**src/rtl/accel_csr_regfile.sv**
```systemverilog
// CSR register bank for one accelerator core: control, status, cycle counter, ID and argument registers.
// Optional macro CSR_ARG_LOCK_EN rejects argument writes while the core is busy.
module accel_csr_regfile #(
  parameter int                  ADDR_WIDTH = 12,
  parameter int                  DATA_WIDTH = 32,
  parameter int                  N_ARGS     = 4,
  parameter logic [DATA_WIDTH-1:0] BLOCK_ID = 32'hACC0_0001
) (
  input  logic                         ACLK,
  input  logic                         ARESETn,
  input  logic [ADDR_WIDTH-1:0]        csr_addr,
  input  logic                         csr_ren,
  output logic [DATA_WIDTH-1:0]        csr_rdata,
  input  logic                         csr_wen,
  input  logic [DATA_WIDTH-1:0]        csr_wdata,
  output logic                         csr_waddr_error,
  output logic                         csr_raddr_error,
  output logic                         core_go,
  input  logic                         core_done,
  output logic [N_ARGS*DATA_WIDTH-1:0] core_args,
  output logic                         irq
);

  localparam logic [DATA_WIDTH-1:0] ONE     = {{(DATA_WIDTH-1){1'b0}}, 1'b1};
  localparam logic [31:0]           ARG_END = 32'(32 + 4 * N_ARGS);

  logic [DATA_WIDTH-1:0] r_args [N_ARGS];
  logic [DATA_WIDTH-1:0] r_cycles;
  logic [DATA_WIDTH-1:0] r_rdata;
  logic                  r_busy;
  logic                  r_done;
  logic                  r_irq_en;
  logic                  r_irq;
  logic                  r_go;
  logic                  r_waddr_err;
  logic                  r_raddr_err;

  logic [31:0]           w_addr32;
  logic [2:0]            w_arg_idx;
  logic                  w_aligned;
  logic                  w_hit_ctrl;
  logic                  w_hit_status;
  logic                  w_hit_cycles;
  logic                  w_hit_id;
  logic                  w_hit_arg;
  logic                  w_dec_err;
  logic                  w_lock_err;
  logic                  w_werr;
  logic                  w_wr_ok;
  logic                  w_start;
  logic                  w_done_evt;
  logic                  w_done_clr;
  logic [DATA_WIDTH-1:0] w_rvalue;

  assign w_addr32     = 32'(csr_addr);
  assign w_arg_idx    = 3'((w_addr32 - 32'h20) >> 2);
  assign w_aligned    = (csr_addr[1:0] == 2'b00);
  assign w_hit_ctrl   = w_aligned && (w_addr32 == 32'h000);
  assign w_hit_status = w_aligned && (w_addr32 == 32'h004);
  assign w_hit_cycles = w_aligned && (w_addr32 == 32'h008);
  assign w_hit_id     = w_aligned && (w_addr32 == 32'h00C);
  assign w_hit_arg    = w_aligned && (w_addr32 >= 32'h020) && (w_addr32 < ARG_END);
  assign w_dec_err    = !(w_hit_ctrl || w_hit_status || w_hit_cycles || w_hit_id || w_hit_arg);

`ifdef CSR_ARG_LOCK_EN
  // Arguments are frozen while the core may still be consuming them.
  assign w_lock_err = w_hit_arg && r_busy;
`else
  assign w_lock_err = 1'b0;
`endif

  assign w_werr     = w_dec_err || w_lock_err;
  assign w_wr_ok    = csr_wen && !w_werr;
  assign w_start    = w_wr_ok && w_hit_ctrl && csr_wdata[0] && !r_busy;
  assign w_done_evt = core_done && r_busy;
  assign w_done_clr = w_wr_ok && w_hit_status && csr_wdata[1];

  always_comb begin
    w_rvalue = '0;
    if (w_hit_ctrl)   w_rvalue = {{(DATA_WIDTH-2){1'b0}}, r_irq_en, 1'b0};
    if (w_hit_status) w_rvalue = {{(DATA_WIDTH-2){1'b0}}, r_done, r_busy};
    if (w_hit_cycles) w_rvalue = r_cycles;
    if (w_hit_id)     w_rvalue = BLOCK_ID;
    for (int i = 0; i < N_ARGS; i++) begin
      if (w_hit_arg && (w_arg_idx == 3'(i))) w_rvalue = r_args[i];
    end
  end

  always_ff @(posedge ACLK) begin
    if (!ARESETn) begin
      r_cycles    <= '0;
      r_rdata     <= '0;
      r_busy      <= 1'b0;
      r_done      <= 1'b0;
      r_irq_en    <= 1'b0;
      r_irq       <= 1'b0;
      r_go        <= 1'b0;
      r_waddr_err <= 1'b0;
      r_raddr_err <= 1'b0;
      for (int i = 0; i < N_ARGS; i++) r_args[i] <= '0;
    end else begin
      r_go  <= w_start;
      r_irq <= r_done && r_irq_en;

      if (w_wr_ok && w_hit_ctrl) r_irq_en <= csr_wdata[1];

      // The done edge itself is not counted, so CYCLES freezes at the busy length.
      if (w_start) begin
        r_busy   <= 1'b1;
        r_cycles <= '0;
      end else if (r_busy) begin
        if (core_done)         r_busy   <= 1'b0;
        else if (~&r_cycles)   r_cycles <= r_cycles + ONE;
      end

      if (w_start)          r_done <= 1'b0;
      else if (w_done_evt)  r_done <= 1'b1;
      else if (w_done_clr)  r_done <= 1'b0;

      for (int i = 0; i < N_ARGS; i++) begin
        if (w_wr_ok && w_hit_arg && (w_arg_idx == 3'(i))) r_args[i] <= csr_wdata;
      end

      if (csr_wen) r_waddr_err <= w_werr;

      if (csr_ren) begin
        r_rdata     <= w_dec_err ? '0 : w_rvalue;
        r_raddr_err <= w_dec_err;
      end
    end
  end

  always_comb begin
    core_args = '0;
    for (int i = 0; i < N_ARGS; i++) core_args[i*DATA_WIDTH +: DATA_WIDTH] = r_args[i];
  end

  assign csr_rdata       = r_rdata;
  assign csr_waddr_error = r_waddr_err;
  assign csr_raddr_error = r_raddr_err;
  assign core_go         = r_go;
  assign irq             = r_irq;

endmodule
```
**config.mk**
```make
export PLATFORM = sky130hd
export DESIGN_NAME = accel_csr_regfile
export DESIGN_NICKNAME = d
export VERILOG_FILES = /design/src/rtl/accel_csr_regfile.sv
export SDC_FILE = /design/constraint.sdc
export NUM_CORES = 1
export LEC_CHECK = 0
export CORE_ASPECT_RATIO = 0.6
export CORE_UTILIZATION = 50
export CTS_CLUSTER_DIAMETER = 30
export DETAILED_ROUTE_END_ITERATION = 8
export GPL_ROUTABILITY_DRIVEN = 0
export HOLD_SLACK_MARGIN = 0.03
export PLACE_DENSITY = 0.88
export SETUP_SLACK_MARGIN = 0.4
export SLEW_MARGIN = 5
export SYNTH_ARGS = -nofsm -noshare
export SYNTH_HDL_FRONTEND = slang
export SYNTH_SLANG_ARGS = --single-unit
```
**constraint.sdc**
```tcl
create_clock -name ACLK -period 6.1 [get_ports ACLK]
set_input_delay 1.525 -clock ACLK [delete_from_list [all_inputs] [get_ports ACLK]]
set_output_delay 1.525 -clock ACLK [all_outputs]
set_load 0.05 [all_outputs]
```
==> results.md <==
* Vias in the first global route at 7328
* Clock root buffer: clkbuf_16
* Syn_nets at 821
* Sink Count at 199
* Number of synthesized flops with an enable pin at 128
* Hold_ws at 494 ps
* Port bufs at 212
* Worst-path fanout max at 32
* Most frequent cells in the layout: 211 x clkdlybuf4s50_1, 135 x and2_1, 128 x edfxtp_1
* Post-route core utilization at 68.8%
* Critical path class: input port to flip-flop
* Die width at 174 um
* Clk_lat worst skew at 440 ps
* Pwr Density at 257 nW/um^2
* Area growth, synth to finish at 33.9%
* CTS H-tree lvls at 4
* Global route overflow at 0
* Hold Fails Final Rpt at 0
* Core area at 17300 um^2
* Post-CTS sizing at 0
* Pre-antenna DRT Iters at 8
* Leak at 4.25 nW
* Worst Max-Slew Pin Slew at 1230 ps
* Worst Setup End Kind: flip-flop
* Reg-to-reg setup timing slack at 3360 ps
* Startpoint Class: input port
* Mapped Cells at 771
* Worst min-delay path class: flip-flop to flip-flop
* Slew Limit Headroom at 18.0%
* WL final at 28.0 mm
* TritonCTS clock tree: done
* CTS clock-pin slew for the worst setup and hold paths at 80 ps
* First-pass GRT wire length at 41.7 mm
* GRT Resource Usage Total at 30.1%
* Unique cell type count in the Yosys netlist at 64
* Ys async rst share at 0%
* Yosys warning count at 0
* Post-CTS setup buffers at 0
* Detail Route Antenna Nets at 0
* Starting Density at 51.4%
* CP cell instances: clkdlybuf4s50_1 -> nor2b_4 -> buf_4 -> and3_1 -> and2_1
* Via-to-Cell Ratio at 6.34
* I/O Pins at 213
* Die H at 105 um
* Unrepaired setup endpoints after global routing: no
* Via count at 7689
* Num CTS Buffers at 17
* Initial antenna violation count at 1
* Nets at 1014
* Fin crit period at 4340 ps
* CP bufs+invs at 2
* Total negative slack at 0 ps
* Slowest stage delay, CP at 1040 ps
* Max-slew violation count at 0
* Post-CTS Hold Buffers at 0
* Outcome: complete, no violations
* Largest net degree at the start of global routing at 49
* CP delay by family, top: simple AND/OR/NAND/NOR gates
* MaxCap Viol Count at 0
* Slowest library cell on the worst path: and3_1
* WP data required at 6390 ps
* Fmax at 230 MHz
* Share of the yosys chip area belonging to registers at 59.3%
* Crit share post-route at 71.2%
* Post-route DRC at 0
* Detailed placement HPWL at 19.2 mm
* Peak VDD IR at 0.227 mV
* Rows at 37
* Critical Path AT at 4640 ps
* Flops & latches, synth at 199
* Cell Area, Synth at 8880 um^2
* Die area at 18300 um^2
* Setup violators final at 0
* Most common cell after layout, fill and taps aside: clkdlybuf4s50_1
* Layout cells sized above 1 at 9.01%
* Routed len/inst at 23.1 um
* Clock tree buffer depth at 2
* Clock Skew at 15.8 ps
* Dominant synthesized flop cell: edfxtp_1
* First DRT Iteration DRCs at 1279
* Avg Inst Size Synth at 11.5 um^2
## synth_stat cells, types with 4 or more instances
cell type,count,area [um^2]
or4_1,6,45.0
and2_1,135,845
a21oi_1,26,130
nand2_1,29,109
clkbuf_1,42,158
xnor2_1,4,35.0
a22oi_1,6,45.0
a222oi_1,52,521
nor2b_1,6,37.5
nand4_1,8,50.1
a211oi_1,4,30.0
inv_1,28,105
buf_2,4,20.0
dfxtp_1,71,1420
o22ai_1,4,25.0
o31ai_1,5,37.5
a21o_1,6,45.0
and4_1,5,43.8
nor2_1,16,60.1
and3_1,7,43.8
mux2_2,7,78.8
edfxtp_1,128,3840
o21ai_0,51,255
or3_1,15,93.8
nor3_1,8,40.0
nand3_1,37,185
## power by group
group | switching [mW] | total (mW) | internal [mW]
clock network | 0.580 | 1.14 | 0.560
registers | 0.0320 | 1.51 | 1.47
logic | 0.279 | 0.409 | 0.130
## metrics by stage
stage                     power, mW  instance area (um^2)  std cells  worst slack, ps
final                          3.06                 11900       1212             1760
after global routing           3.12                 11900       1211             1690
after CTS                      3.05                 11900       1211             1870
after detailed placement       1.94                 11300       1179             1450
after global placement         1.93                 11300       1179             1620
after floorplan                1.76                  8880        771             1080
## worst paths after layout
kind / depth (start not counted) / startpoint / endpoint
max: 5 / csr_addr[5] / r_args[0][10]
min: 2 / csr_rdata[18] / csr_rdata[18]
max reg2reg: 5 / r_cycles[20] / r_cycles[9]
min reg2reg: 2 / csr_rdata[18] / csr_rdata[18]
## layer usage
| layer | routed length, um | up-vias | share of wire [%] | track usage [%] |
|---|---|---|---|---|
| li1 | - | 3311 | - | - |
| met1 | 11000 | 3695 | 39 | 41.5 |
| met2 | 12200 | 627 | 44 | 44.4 |
| met3 | 4170 | 56 | 15 | 10.2 |
| met4 | 689 | 0 | 2.5 | 9.96 |
| met5 | 0 | - | 0 | 0 |
## cell families (layout without fill, tap and decap cells)
| family | count (synthesis) | count (layout) | share of synthesized area (%) |
|---|---|---|---|
| AOI/OAI and AO/OA | 168 | 168 | 13.6 |
| other | 0 | 1 | 0 |
| adders and majority gates | 1 | 1 | 0.141 |
| and+or+nand+nor | 303 | 303 | 21.0 |
| muxes | 11 | 11 | 1.48 |
| DFF | 199 | 199 | 59.3 |
| buffers and inverters | 82 | 288 | 3.85 |
| xor gates and xnor gates | 7 | 7 | 0.691 |
## area by class of cell
type                            instances  area, um^2
Fill cell                            1191        5380
Clock inverter                         14         179
Sequential cell                       199        5270
Timing Repair Buffer                  228        2250
Clock buffer                           18         429
Antenna cell                            1        2.50
Multi-Input combinational cell        490        3360
Inverter                               28         105
Tap cell                              234         293
## state kept, by name (all words and copies together), names as in the netlist
register         flops
r_args             128
csr_rdata           32
r_cycles            32
core_go              1
csr_raddr_error      1
csr_waddr_error      1
irq                  1
r_busy               1
r_done               1
r_irq_en             1
## worst reg2reg max path, delay by kind of cell, from the launching register on
family / cells / cell delay (ps)
compound gates: 2 / 500
flops: 1 / 490
simple gates: 3 / 1690
Power figures use the tool's default switching activity.
==> edit 1: new RTL, same flow settings <==
Change the parameter `ADDR_WIDTH` from 12 to 13.
--- a/src/rtl/accel_csr_regfile.sv
+++ b/src/rtl/accel_csr_regfile.sv
@@ -3,3 +3,3 @@
 module accel_csr_regfile #(
-  parameter int                  ADDR_WIDTH = 12,
+  parameter int                  ADDR_WIDTH = 13,
   parameter int                  DATA_WIDTH = 32,
Ports: changed (resized csr_addr); port bits go from 213 to 214. The function was not compared with the original's and may differ.
==> edit 1 against the unedited design <==
- setup slack worse by 170 ps
- wire length is 2.1% higher
- area after synthesis is 2.6% higher
- power is 0.32% lower
- sequential cell count stayed put
- first-iteration DRC count is 33% lower
- cell count is 5.8% higher
- via count is 3.3% higher
- design area is 1.5% higher
- clock skew is 1.8 ps lower
- non-clock buffer count is 1 lower
- utilization is 0.14 points higher
- sequential share of layout area is 0.68 points lower
- critical path type unchanged
- critical endpoint is now r_args[3][30]
- largest cell class unchanged
==> edit 1: results <==
{
  "critPathArrivalTime_ps": 4800,
  "status": "complete, no violations",
  "whs_ps": 451,
  "vdd_drop_max_mv": 0.188,
  "worst_pin_slew_ps": 1390,
  "dr.first_iter.drc_count": 854,
  "area_delta_synth_final_pct": 32.5,
  "ys_types": 57,
  "fin_skew_ps": 14.0,
  "synthesis.nets": 895,
  "dpl-instance-area_sq_um": 11500,
  "use_met3": 0.0883,
  "n_all_buffers": 227,
  "hold_end": "csr_rdata[14]",
  "grt_use_met1": 0.420,
  "grt_util_all_layers": 0.306,
  "ys_top_cells_by_area": "edfxtp_1, dfxtp_1, and2_1, a21oi_1, o211ai_1",
  "fin_nets": 1086,
  "crit_start": "csr_addr[8]",
  "nFillCells": 1237,
  "synthTopCellsByCount": "and2_1, edfxtp_1, dfxtp_1",
  "syn_inst": 844,
  "ys_seq_area_frac": 0.578,
  "min_path_cells": 1,
  "synth_top_area_frac": 0.422,
  "die-area_sq_um": 18800,
  "timing.rr.end": "r_cycles[27]",
  "nonClockInverterCount": 6,
  "comb.multi_input.count": 584,
  "antenna_found_initial": 0,
  "n_clock_buffer": 19,
  "grt_max_degree": 34,
  "port_buffers": 213
}
[edit 1: report_power, final]
part | switching [uW] | internal (uW) | total [uW] | leakage [uW]
registers | 35.0 | 1470 | 1510 | 0.00179
logic | 260 | 115 | 375 | 0.00214
clock network | 562 | 599 | 1160 | 0.000292
total | 857 | 2190 | 3050 | 0.00422
[edit 1: cells by family (layout without fill, tap and decap cells)]
kind of cell / after synthesis / count (layout) / share of synthesized area
AND/OR/NAND/NOR: 337 / 337 / 0.219
XOR/XNOR: 6 / 6 / 0.00577
adder cells (fa/ha/maj): 1 / 1 / 0.00137
flip-flops: 199 / 199 / 0.578
buffers and inverters: 61 / 265 / 0.0291
multiplexers: 2 / 2 / 0.00220
AO/OA/AOI/OAI: 238 / 238 / 0.165
[edit 1: layer usage]
metal / part of all wire / wire length (um)
met4: 0.020 / 580
met1: 0.40 / 11500
met2: 0.44 / 12600
met5: 0 / 0
met3: 0.14 / 4000
==> edit 2: new RTL, same flow settings <==
Without the edit above. Register the output `core_args`, without a reset; this adds one clock of latency there. The other outputs are not delayed to match.
--- a/src/rtl/accel_csr_regfile.sv
+++ b/src/rtl/accel_csr_regfile.sv
@@ -25,2 +25,4 @@
   localparam logic [31:0]           ARG_END = 32'(32 + 4 * N_ARGS);
+
+  logic [N_ARGS*DATA_WIDTH-1:0] core_args_d;
 
@@ -133,4 +135,4 @@
   always_comb begin
-    core_args = '0;
-    for (int i = 0; i < N_ARGS; i++) core_args[i*DATA_WIDTH +: DATA_WIDTH] = r_args[i];
+    core_args_d = '0;
+    for (int i = 0; i < N_ARGS; i++) core_args_d[i*DATA_WIDTH +: DATA_WIDTH] = r_args[i];
   end
@@ -143,2 +145,6 @@
 
+  always_ff @(posedge ACLK) begin
+    core_args <= core_args_d;
+  end
+
 endmodule
Behaviour: not the same (Yosys sat finds a counterexample within 4 cycles, from zero or initial values and one cycle with ARESETn low).
==> edit 2 against the unedited design <==
- area after synthesis grew 29%
- sequential share of layout area grew 7.5 points
- design area grew 27%
- first-iteration DRC count shrank 27%
- sequential cell count grew 128
- wire length grew 6.9%
- power grew 63%
- register-to-register slack gained 390 ps
- setup slack lost 140 ps
- worst hold slack lost 130 ps
- critical path type unchanged
- critical endpoint is now r_args[1][20]
- largest cell class unchanged
- largest power group unchanged
==> edit 2: results <==
{
  "status": "complete, no violations",
  "crit_fanout": 31,
  "grt_pass1_vias": 7918,
  "r2r_cells": 6,
  "path_clk_slew_ps": 60,
  "worstReg2RegStart": "r_cycles[1]",
  "cts_setup_buffers": 0,
  "grt_util_all_layers": 0.257,
  "wl_mm": 30.0,
  "fin_nets": 1163,
  "clock_latency_ps": 500,
  "cts_max_level": 2,
  "grt_pass1_wl_mm": 46.0,
  "grt_max_degree": 44,
  "slew_headroom": 0.136,
  "reg2reg_slack_ps": 3750,
  "ys_top_cells_by_area": "dfxtp_1, edfxtp_1, and2_1, mux2_2, o21ai_0",
  "ys_warn_count": 0,
  "cts_made_buffers": 37,
  "drtPass1Iterations": 5,
  "timing.rr.end": "r_cycles[24]",
  "hold_end": "core_args[88]",
  "switchingPower_uw": 1180,
  "whs_ps": 359,
  "synthFlopType": "dfxtp_1",
  "clockBufferDepth": 3,
  "post_cts_resized": 0,
  "drc_errors": 0,
  "min-delay-start": "r_args[2][24]",
  "ys_seq_area_frac": 0.685,
  "fin_skew_ps": 15.4,
  "dr.first_iter.drc_count": 929,
  "vdd_drop_max_mv": 0.177,
  "p_leak_uw": 0.00532,
  "cts-root-buf": "clkbuf_16",
  "top_regs": "core_args (128), r_args (128)",
  "async_flop_share": 0,
  "antenna_found_initial": 0,
  "final_hold_viol_count": 0,
  "ys_types": 56,
  "min_path_cells": 0,
  "drive_gt1_frac": 0.103,
  "synthTopCellsByCount": "dfxtp_1, edfxtp_1, and2_1",
  "viasPerCell": 5.70,
  "dp_hpwl_mm": 20.1,
  "hold_path.class": "flop to flop",
  "synthesis.nets": 950,
  "diodes": 0,
  "crit_start": "csr_addr[4]",
  "synth_edf_count": 128,
  "port_buffers": 212
}
[edit 2: cell types whose count changed after synthesis, moves of 7 or more]
| cell | delta |
|---|---|
| a221oi_1 | +23 |
| a222oi_1 | -52 |
| a22oi_1 | +25 |
| and2_1 | -9 |
| dfxtp_1 | +128 |
| inv_1 | -21 |
| mux2_2 | +18 |
| nand2b_1 | +14 |
| nand3_1 | -18 |
| nor2_1 | +7 |
| o21ai_1 | +19 |
| o221ai_1 | +8 |
[edit 2: kinds of logic (layout without fill, tap and decap cells)]
group / Yosys count / in the layout / share of synthesized area
AND/OR/NAND/NOR: 285 / 285 / 0.150
multiplexers: 32 / 32 / 0.0308
adder cells (fa/ha/maj): 1 / 1 / 0.00109
XOR/XNOR: 3 / 3 / 0.00230
buffers and inverters: 58 / 297 / 0.0216
AO/OA/AOI/OAI: 194 / 194 / 0.110
flip-flops: 327 / 327 / 0.685
[edit 2: cell type report]
cell class	instances	area [sq um]
clock buffers	45	987
clock inverters	20	224
fillers	1543	7110
inverters	7	26.3
multi-input cells	515	3460
flip-flops and latches	327	7830
well taps	308	385
repair buffers	225	2210
[edit 2: critical path: stages]
cell and delay (ps):
clkdlybuf4s50_1 410, nor4_1 490, and3_1 480, nand3_1 410, buf_4 380, nor3_4 860, and2_1 250
[edit 2: stage by stage]
step	setup slack, ps	area [sq um]	instances	power (uW)
6_report	1620	15100	1447	4970
2_1_floorplan	754	11400	900	2650
3_3_place_gp	1450	13900	1382	2820
3_5_place_dp	1150	13900	1382	2830
4_1_cts	1640	15100	1447	4990
5_1_grt	1490	15100	1447	5110
[edit 2: power by group through the flow]
| stage | logic (uW) | registers [uW] | clock network (uW) |
|---|---|---|---|
| floorplan | 59.7 | 2590 | 0 |
| global placement | 380 | 2440 | 0 |
| detailed placement | 383 | 2450 | 0 |
| global route | 398 | 2410 | 2310 |
| CTS | 385 | 2400 | 2200 |
| finish | 384 | 2400 | 2180 |
[edit 2: layer usage]
metal  track usage  vias to the layer above  share of wire
met5             0                        -              0
met4        0.0562                        0          0.014
met3        0.0671                       56           0.12
met2         0.374                      500           0.42
met1         0.383                     3929           0.45
li1              -                     3759              -
[edit 2: worst max-delay path by stage]
| stage | to | slack [ps] | cells after the start |
|---|---|---|---|
| after global placement | r_args[1][16] | 1450 | 7 |
| after detailed placement | r_args[1][20] | 1150 | 7 |
| after global routing | r_args[1][20] | 1490 | 7 |
| after CTS | r_args[1][20] | 1640 | 7 |
| final | r_args[1][20] | 1620 | 7 |
| after floorplan | r_args[1][0] | 750 | 6 |
